<file path="config.mk">
export PLATFORM = sky130hd
export DESIGN_NAME = stream_burst_source
export DESIGN_NICKNAME = d
export VERILOG_FILES = /design/src/rtl/stream_burst_source.sv
export SDC_FILE = /design/constraint.sdc
export NUM_CORES = 1
export LEC_CHECK = 0
export ABC_AREA = 1
export ABC_CLOCK_PERIOD_IN_PS = 6000
export CAP_MARGIN = 20
export CORE_MARGIN = 1
export CORE_UTILIZATION = 34
export CTS_BUF_LIST = sky130_fd_sc_hd__clkbuf_4 sky130_fd_sc_hd__clkbuf_8
export DETAILED_ROUTE_END_ITERATION = 8
export PLACE_DENSITY = 0.56
export SYNTH_ARGS = -nofsm -noshare
export SYNTH_HDL_FRONTEND = slang
export SYNTH_SLANG_ARGS = --single-unit
export TNS_END_PERCENT = 10
</file>
<file path="constraint.sdc">
create_clock -name clk -period 6 [get_ports clk]
set_clock_uncertainty 0.15 [all_clocks]
set_input_delay 0.9 -clock clk [delete_from_list [all_inputs] [get_ports clk]]
set_output_delay 0.9 -clock clk [all_outputs]
set_load 0.03 [all_outputs]
</file>
<file path="src/rtl/stream_burst_source.sv">
// Valid/ready burst source: one arithmetic-sequence burst per accepted command,
// with per-burst backpressure (stall) statistics.
module stream_burst_source #(
    parameter int unsigned WIDTH = 32,
    parameter int unsigned LEN_W = 16
) (
    input  logic             clk,
    input  logic             rstn,
    input  logic             cmd_valid,
    output logic             cmd_ready,
    input  logic [WIDTH-1:0] cmd_base,
    input  logic [WIDTH-1:0] cmd_step,
    input  logic [LEN_W-1:0] cmd_len,
    output logic             out_valid,
    input  logic             out_ready,
    output logic [WIDTH-1:0] out_data,
    output logic             out_last,
    output logic             done,
    output logic             busy,
    output logic [LEN_W-1:0] stall_cnt
);

    typedef enum logic {IDLE, SEND} state_t;

    state_t           state_q, state_d;
    logic [WIDTH-1:0] data_q, data_d;
    logic [WIDTH-1:0] step_q, step_d;
    logic [LEN_W-1:0] rem_q, rem_d;
    logic [LEN_W-1:0] stall_q, stall_d;
    logic             valid_q, valid_d;
    logic             last_q, last_d;
    logic             done_q, done_d;

    always_ff @(posedge clk or negedge rstn) begin
        if (!rstn) begin
            state_q <= IDLE;
            data_q  <= '0;
            step_q  <= '0;
            rem_q   <= '0;
            stall_q <= '0;
            valid_q <= 1'b0;
            last_q  <= 1'b0;
            done_q  <= 1'b0;
        end else begin
            state_q <= state_d;
            data_q  <= data_d;
            step_q  <= step_d;
            rem_q   <= rem_d;
            stall_q <= stall_d;
            valid_q <= valid_d;
            last_q  <= last_d;
            done_q  <= done_d;
        end
    end

    always_comb begin
        state_d = state_q;
        data_d  = data_q;
        step_d  = step_q;
        rem_d   = rem_q;
        stall_d = stall_q;
        valid_d = valid_q;
        last_d  = last_q;
        done_d  = 1'b0;
        case (state_q)
            IDLE: begin
                if (cmd_valid) begin
                    step_d  = cmd_step;
                    rem_d   = cmd_len;
                    stall_d = '0;
                    if (cmd_len != '0) begin
                        state_d = SEND;
                        valid_d = 1'b1;
                        data_d  = cmd_base;
                        last_d  = (cmd_len == LEN_W'(1));
                    end else begin
                        done_d = 1'b1;
                    end
                end
            end
            SEND: begin
                if (valid_q && out_ready) begin
                    if (last_q) begin
                        valid_d = 1'b0;
                        last_d  = 1'b0;
                        state_d = IDLE;
                        done_d  = 1'b1;
                    end else begin
                        data_d = data_q + step_q;
                        rem_d  = rem_q - LEN_W'(1);
                        // rem_q counts the beat being transferred, so 2 means one left after it
                        last_d = (rem_q == LEN_W'(2));
                    end
                end else if (valid_q && (stall_q != '1)) begin
                    stall_d = stall_q + LEN_W'(1);
                end
            end
            default: state_d = IDLE;
        endcase
    end

    assign cmd_ready = (state_q == IDLE);
    assign busy      = (state_q == SEND);
    assign out_valid = valid_q;
    assign out_data  = data_q;
    assign out_last  = last_q;
    assign done      = done_q;
    assign stall_cnt = stall_q;

endmodule

</file>
==> results of run 1 <==
per-layer routing:
metal	vias to the layer above	wire [µm]	GRT usage, %
met1	3269	11000	29.4
met2	168	9220	30.7
met5	-	0	0
met3	11	1030	3.36
met4	0	214	4.13
li1	3821	-	-
cell usage in the layout (no fill, tap or decap), types with 8 or more instances in the layout:
master	n
nand2_1	450
inv_1	153
clkdlybuf4s50_1	135
nor2_1	121
dfrtp_1	99
nand3_1	66
o21ai_0	38
a21oi_1	36
ha_1	34
o21ai_1	16
xor2_1	15
nor3_1	14
nand4_1	11
clkbuf_8	10
o31ai_1	8
per-stage QoR:
stage          total power [W]  instance area (µm²)
6_report               0.00127                 9160
4_1_cts                0.00130                 9160
5_1_grt                0.00132                 9160
3_5_place_dp          0.000768                 8930
3_3_place_gp          0.000770                 8930
2_1_floorplan         0.000694                 7360
registers in the layout (all words and copies together), names as in the netlist:
| register | cells |
|---|---|
| busy | 1 |
| done | 1 |
| out_data | 32 |
| out_last | 1 |
| out_valid | 1 |
| rem_q | 16 |
| stall_cnt | 16 |
| step_q | 32 |
worst min-delay path, cell delays in order, from the launching register on:
cell	delay, ps
dfrtp_1	360
nand2_1	60
nand2_1	50
power breakdown:
group	total, W	switching (W)	internal (W)	leakage [nW]
combinational	0.0000776	0.0000280	0.0000496	3.47
sequential	0.000676	0.00000127	0.000675	1.33
clock	0.000519	0.000268	0.000251	0.111
total	0.00127	0.000298	0.000975	4.91
how the worst max path moves through the flow:
stage	start	slack, ps	to	cells past startpoint
finish	cmd_valid	2150	out_data[13]	9
global route	cmd_valid	1830	out_data[13]	9
CTS	cmd_valid	2090	out_data[13]	9
detailed placement	cmd_valid	1660	out_data[13]	9
global placement	cmd_valid	1750	out_data[13]	9
floorplan	busy	3520	cmd_ready	3
cells by family after synthesis:
logic type / after synthesis / synth area share (%)
compound gates: 119 / 9.12
simple gates: 686 / 38.1
flops: 100 / 34.0
xor+xnor: 20 / 2.38
buf+inv: 190 / 10.3
fa+ha+maj: 35 / 6.05
synthesized netlist by cell type (2+ instances only):
cell type and number:
nor3_1 14, o21a_1 2, inv_1 153, o31ai_1 8
a31oi_1 3, nor2_1 121, nand3_1 66, buf_6 3
inv_2 5, nand2_2 4, xor2_1 15, nand3_2 3
or2_2 2, o211ai_1 4, o21ai_0 38, o22ai_1 5
a21oi_1 36, buf_4 2, clkbuf_1 13, a22o_1 2
o21ai_1 16, ha_1 34, nand2_1 450, and2_1 3
buf_2 12, nor2_4 3, nor4_1 2, xnor2_1 5
dfrtp_1 100, nand2_4 2, nand4_1 11, o21bai_1 3
area by class of cell:
cell class | count | area, µm² | share of cell area, %
clock inverter | 6 | 95.1 | 1.04
multi-input combinational | 860 | 4100 | 44.8
inverter | 159 | 598 | 6.53
clock buffer | 10 | 138 | 1.50
sequential | 100 | 2500 | 27.3
tap | 275 | 344 | 3.76
timing repair buffer | 139 | 1380 | 15.1
==> summary.txt, run 1 <==
Status
  • Status: finished clean

Route
  • Routed Antenna Nets: 0
  • Vias per cell: 4.69
  • Final WL: 21500 µm
  • Total number of vias: roughly 7.3k
  • DRC viols: 0
  • Drt initial violations: about 400
  • Avg WL per Cell: roughly 14 µm
  • First-pass DRT Iterations: 7

Clock network
  • CTS Buffer Depth: 2
  • Clock latency at the later pin of the worst-skew pair: roughly 390 ps
  • Clk slew on worst S/H paths: around 100 ps
  • Htree depth: 3
  • CTS tree: done
  • Post-CTS setup repair buffer count: 0
  • CTS buffer count: 9
  • Clock root cell: clkbuf_8
  • Post-cts sizing count: 0
  • Clk sink count: 100
  • CTS Hold Buffers Added: 0

Die
  • Rows: 53
  • Die height: 149 µm
  • Die W: between 100 and 150 µm
  • Initial Util: a little over a third
  • DIE AREA: 22200 µm²
  • Core ar.: approximately 21000 µm²
  • Ports: roughly 140

Worst hold path
  • Min-delay worst type: flip-flop to flip-flop
  • Worst hold stages: 2
  • Hold Startpoint: step_q[21]
  • Hold path endpoint: step_q[21]

Synth
  • Number of synthesized flops with an enable pin: 0
  • Sequential area share after synthesis: approximately a third
  • Most used flip-flop cell after synthesis: dfrtp_1
  • Synth async-reset ratio: 100%
  • Synth Register Bits: 100
  • Synth top area cells: dfrtp_1 (34%), nand2_1 (23%), inv_1 (7.8%)
  • Share of Yosys cell area claimed by the top area cell type: around a third
  • Post-Syn Nets: 1269
  • Syn Inst Count: about 1.2k
  • Post-Syn Area: roughly 7400 µm²
  • Avg Cell Area, Syn: ~6.4 µm²
  • Yosys cell types: 42
  • Area leader, netlist: dfrtp_1
  • Yosys warning total: 0

Global route
  • Largest net degree at the start of global routing: 79
  • First-pass GRT wire length: ~35000 µm
  • Initial antenna violation count: 0
  • GRT Total Usage: approximately a fifth
  • Number of global-route vias before repair: slightly below 7k
  • Gr ovfl total: 0

STA
  • Hold_ws: between 300 and 400 ps
  • Final Critical Period: around 3800 ps
  • Slew Limit Fails: 0
  • Max Clock Freq: approximately 260 MHz
  • Worst Max-Slew Pin Slew: ~910 ps
  • Setup-failing EPs final: 0
  • RSZ-0062 raised after global routing: false
  • Final worst-path cycle share: around 64%
  • Headroom to the max-slew limit: about two fifths
  • Worst setup margin: between 2000 and 2500 ps
  • Post-route setup TNS: 0 ps
  • Endpoints failing hold: 0

Worst setup path
  • Reg2Reg Depth: 9
  • Arrival time at the worst endpoint: between 4000 and 5000 ps
  • Startpoint types: input port
  • Crit Path Category: input port to flip-flop
  • CP required: around 6000 ps
  • Crit. End Element: flip-flop
  • Most used cell, CP: nand2_2
  • Worst path max stage delay: approximately 800 ps
  • Worst-path maximum fanout: between 50 and 60
  • Reg-to-Reg Start: busy
  • CP max stage cell: inv_2
  • Cells along the critical path: clkdlybuf4s50_1, nand2_2, inv_2, nand2_2, nand2_2, nand2_4, inv_2, o21ai_0, o21ai_0
  • Reg2reg setup slack: about 2700 ps
  • Top delay family on crit path: buffers and inverters
  • Crit Reg-Reg Endpoint: out_data[13]
  • Buffers & Inverters on Critical Path: 3

Final layout
  • Layout Cells excl Fill: 1549
  • Ratio of cells with drive above 1 in the final layout: 3.53%
  • Fin nets: 1388
  • # diodes: 0
  • P&R area growth vs syn: 24.4%
  • Fillers: between 2k and 2.5k
  • Final core utilization: roughly 43%

Placed design
  • IO buf count: 136
  • HPWL Detailed: between 15000 and 20000 µm
  • Dpl ws: 1660 ps
  • Routability Congestion: ~0.90
  • # placed instances: between 1.5k and 2k

Power
  • Peak VDD IR: 0.0000797 V
  • Leakage: around 4.9 nW
  • Pwr dens: approximately 140 nW/µm²

Job
  • Number of violations of the max-capacitance limit: 0
Note: power is estimated with default switching activity, not from simulation.
==> run 2, diff against run 1 <==
--- a/config.mk
+++ b/config.mk
@@ -6,7 +6,7 @@
 export NUM_CORES = 1
 export LEC_CHECK = 0
 export ABC_AREA = 1
-export ABC_CLOCK_PERIOD_IN_PS = 6000
+export ABC_CLOCK_PERIOD_IN_PS = 3700
 export CAP_MARGIN = 20
 export CORE_MARGIN = 1
 export CORE_UTILIZATION = 34
==> constraint.sdc (replaced) <==
create_clock -name clk -period 3.7 [get_ports clk]
set_clock_uncertainty 0.15 [all_clocks]
set_input_delay 0.555 -clock clk [delete_from_list [all_inputs] [get_ports clk]]
set_output_delay 0.555 -clock clk [all_outputs]
set_load 0.03 [all_outputs]
==> summary.txt, run 2 (same netlist as run 1, synthesis figures left out) <==
Clock network
  • Clock root cell: clkbuf_8 (unchanged)
  • CTS buffer count: 9 (unchanged)
  • Post-cts sizing count: 0 (unchanged)
  • Clk sink count: 100 (unchanged)
  • Htree depth: 3 (unchanged)
  • CTS tree: done (unchanged)
  • CTS Hold Buffers Added: 0 (unchanged)
  • Clk slew on worst S/H paths: 110 ps (was 100 ps)
  • Clock latency at the later pin of the worst-skew pair: 400 ps (was 390 ps)
  • CTS Buffer Depth: 2 (unchanged)
  • Post-CTS setup repair buffer count: 0 (unchanged)

Placed design
  • Dpl ws: 684 ps (was 1660 ps)
  • Routability Congestion: 0.879 (was 0.897)
  • IO buf count: 136 (unchanged)
  • # placed instances: 1537 (was 1533)
  • Placement Cell Area: 8960 µm² (was 8930 µm²)
  • HPWL Detailed: 16000 µm (about the same)

Worst setup path
  • Crit. End Element: output port (was flip-flop)
  • Worst-path maximum fanout: 78 (was 54)
  • Worst path max stage delay: 820 ps (was 800 ps)
  • Top delay family on crit path: buffers and inverters (unchanged)
  • Crit Path Category: flip-flop to output port (was input port to flip-flop)
  • Crit Reg-Reg Endpoint: out_data[13] (unchanged)
  • Reg-to-Reg Start: busy (unchanged)
  • Arrival time at the worst endpoint: 2250 ps (was 4020 ps)
  • Startpoint types: flip-flop (was input port)
  • CP required: 2990 ps (was 6170 ps)
  • CP max stage cell: clkdlybuf4s50_1 (was inv_2)
  • Cells along the critical path: buf_4, clkdlybuf4s50_1 (was clkdlybuf4s50_1, nand2_2, inv_2, nand2_2, nand2_2, nand2_4, inv_2, o21ai_0, o21ai_0)
  • Reg2reg setup slack: 1090 ps (was 2660 ps)
  • Reg2Reg Depth: 7 (was 9)
  • Buffers & Inverters on Critical Path: 2 (was 3)

Die
  • Rows: 53 (unchanged)
  • Die height: 149 µm (unchanged)
  • Initial Util: 34.8% (unchanged)
  • Ports: 137 (unchanged)
  • Core ar.: 21200 µm² (unchanged)
  • Die W: 149 µm (unchanged)
  • DIE AREA: 22200 µm² (unchanged)

Final layout
  • P&R area growth vs syn: 25.2% (was 24.4%)
  • Post-route cell area: 9220 µm² (was 9160 µm²)
  • Ratio of cells with drive above 1 in the final layout: 3.91% (was 3.53%)
  • Fin nets: 1394 (was 1388)
  • # diodes: 0 (unchanged)
  • Commonest non-fill, non-tap cell in the layout: nand2_1 (unchanged)
  • Most frequent cells in the layout: nand2_1 (450), inv_1 (153), clkdlybuf4s50_1 (135) (unchanged)
  • Layout Cells excl Fill: 1555 (was 1549)

STA
  • RSZ-0062 raised after global routing: false (unchanged)
  • Final worst-path cycle share: between 70% and 80%
  • Slew Limit Fails: 0 (unchanged)
  • Headroom to the max-slew limit: 41.4% (was 39.2%)
  • Worst setup margin: 741 ps (was 2150 ps)
  • Max Clock Freq: ~340 MHz
  • Worst Max-Slew Pin Slew: 880 ps (was 909 ps)
  • Endpoints failing hold: 0 (unchanged)
  • Post-route setup TNS: 0 ps (unchanged)
  • Final Critical Period: ~3000 ps
  • Setup-failing EPs final: 0 (unchanged)

Global route
  • Grt peak-use layer: met2 (unchanged)
  • Met1 track demand over resource: 29.9% (was 29.4%)
  • M2 GR Usage: 30.4% (was 30.7%)
  • Largest net degree at the start of global routing: 79 (unchanged)
  • GRT met3 Usage: 3.82% (was 3.36%)
  • Gr ovfl total: 0 (unchanged)
  • Number of global-route vias before repair: 6950 (was 6787)
  • First-pass GRT wire length: 35400 µm (was 34900 µm)
  • Initial antenna violation count: 0 (unchanged)
  • GRT Total Usage: 20.2% (was 20.0%)

Power
  • Peak VDD IR: 0.000217 V (was 0.0000797 V)
  • Clk pwr share: 40.6% (was 40.8%)
  • Comb power frac: 6.3% (was 6.1%)
  • Int Pwr: 0.00157 W (was 0.000975 W)
  • Psw: 0.000492 W (was 0.000298 W)
  • Leakage: 4.94 nW (was 4.91 nW)
  • Flop pwr share: 53.1% (about the same)
  • Total power: 0.00206 W (was 0.00127 W)
  • Pwr dens: 224 nW/µm² (was 139 nW/µm²)
  • Sw frac: 23.8% (was 23.4%)

Route
  • Vias per cell: 4.66 (was 4.69)
  • First-pass DRT Iterations: 5 (was 7)
  • Final WL: 21600 µm (was 21500 µm)
  • Avg WL per Cell: 13.9 µm (about the same)
  • DRC viols: 0 (unchanged)
  • Drt initial violations: 438 (was 397)
  • Total number of vias: 7243 (was 7269)
  • Routed Antenna Nets: 0 (unchanged)

Worst hold path
  • Min-delay worst type: flip-flop to flip-flop (unchanged)
  • Hold Startpoint: step_q[24] (was step_q[21])
  • Worst hold stages: 2 (unchanged)
  • Hold path endpoint: step_q[24] (was step_q[21])

Job
  • Number of violations of the max-capacitance limit: 0 (unchanged)

Status
  • Status: finished clean (unchanged)
run 2: layout make-up:
| class | count | area (µm²) |
|---|---|---|
| clock buffers | 9 | 124 |
| clock inverters | 7 | 105 |
| fillers | 2256 | 11900 |
| inverters | 159 | 598 |
| multi-input cells | 860 | 4100 |
| flip-flops and latches | 100 | 2500 |
| well taps | 275 | 344 |
| repair buffers | 145 | 1440 |
run 2: worst min-delay path, stage by stage (launching register included):
cell     delay (ps)
dfrtp_1         370
nand2_1          60
nand2_1          50
run 2: per-stage QoR:
stage               hold WS [ps]  utilization, %
floorplan                    109               -
global placement             323            42.3
detailed placement           328            42.3
CTS                          205            43.4
global route                 379            43.6
finish                       350            43.6
run 2: power groups by stage:
stage / Combinational [W] / Clock (W) / Sequential, W
after detailed placement: 0.000128 / 0 / 0.00112
after floorplan: 0.00000848 / 0 / 0.00112
after global routing: 0.000141 / 0.000909 / 0.00110
after global placement: 0.000128 / 0 / 0.00112
final: 0.000130 / 0.000837 / 0.00110
after CTS: 0.000129 / 0.000873 / 0.00110
run 2: worst max-delay path by stage:
stage / startpoint / end / slack, ps / cells after the start
2_1_floorplan: out_data[0] / out_data[28] / 1490 / 12
3_3_place_gp: cmd_len[13] / out_data[10] / 710 / 11
3_5_place_dp: cmd_len[13] / out_data[13] / 680 / 11
4_1_cts: busy / busy / 670 / 2
5_1_grt: busy / busy / 590 / 2
6_report: busy / busy / 740 / 2
run 2: metal layers:
layer	share of wire, %	routed length, µm	vias up
li1	-	-	3828
met3	4.7	1020	13
met2	42	9130	143
met4	1.1	234	0
met5	0	0	-
met1	52	11200	3259
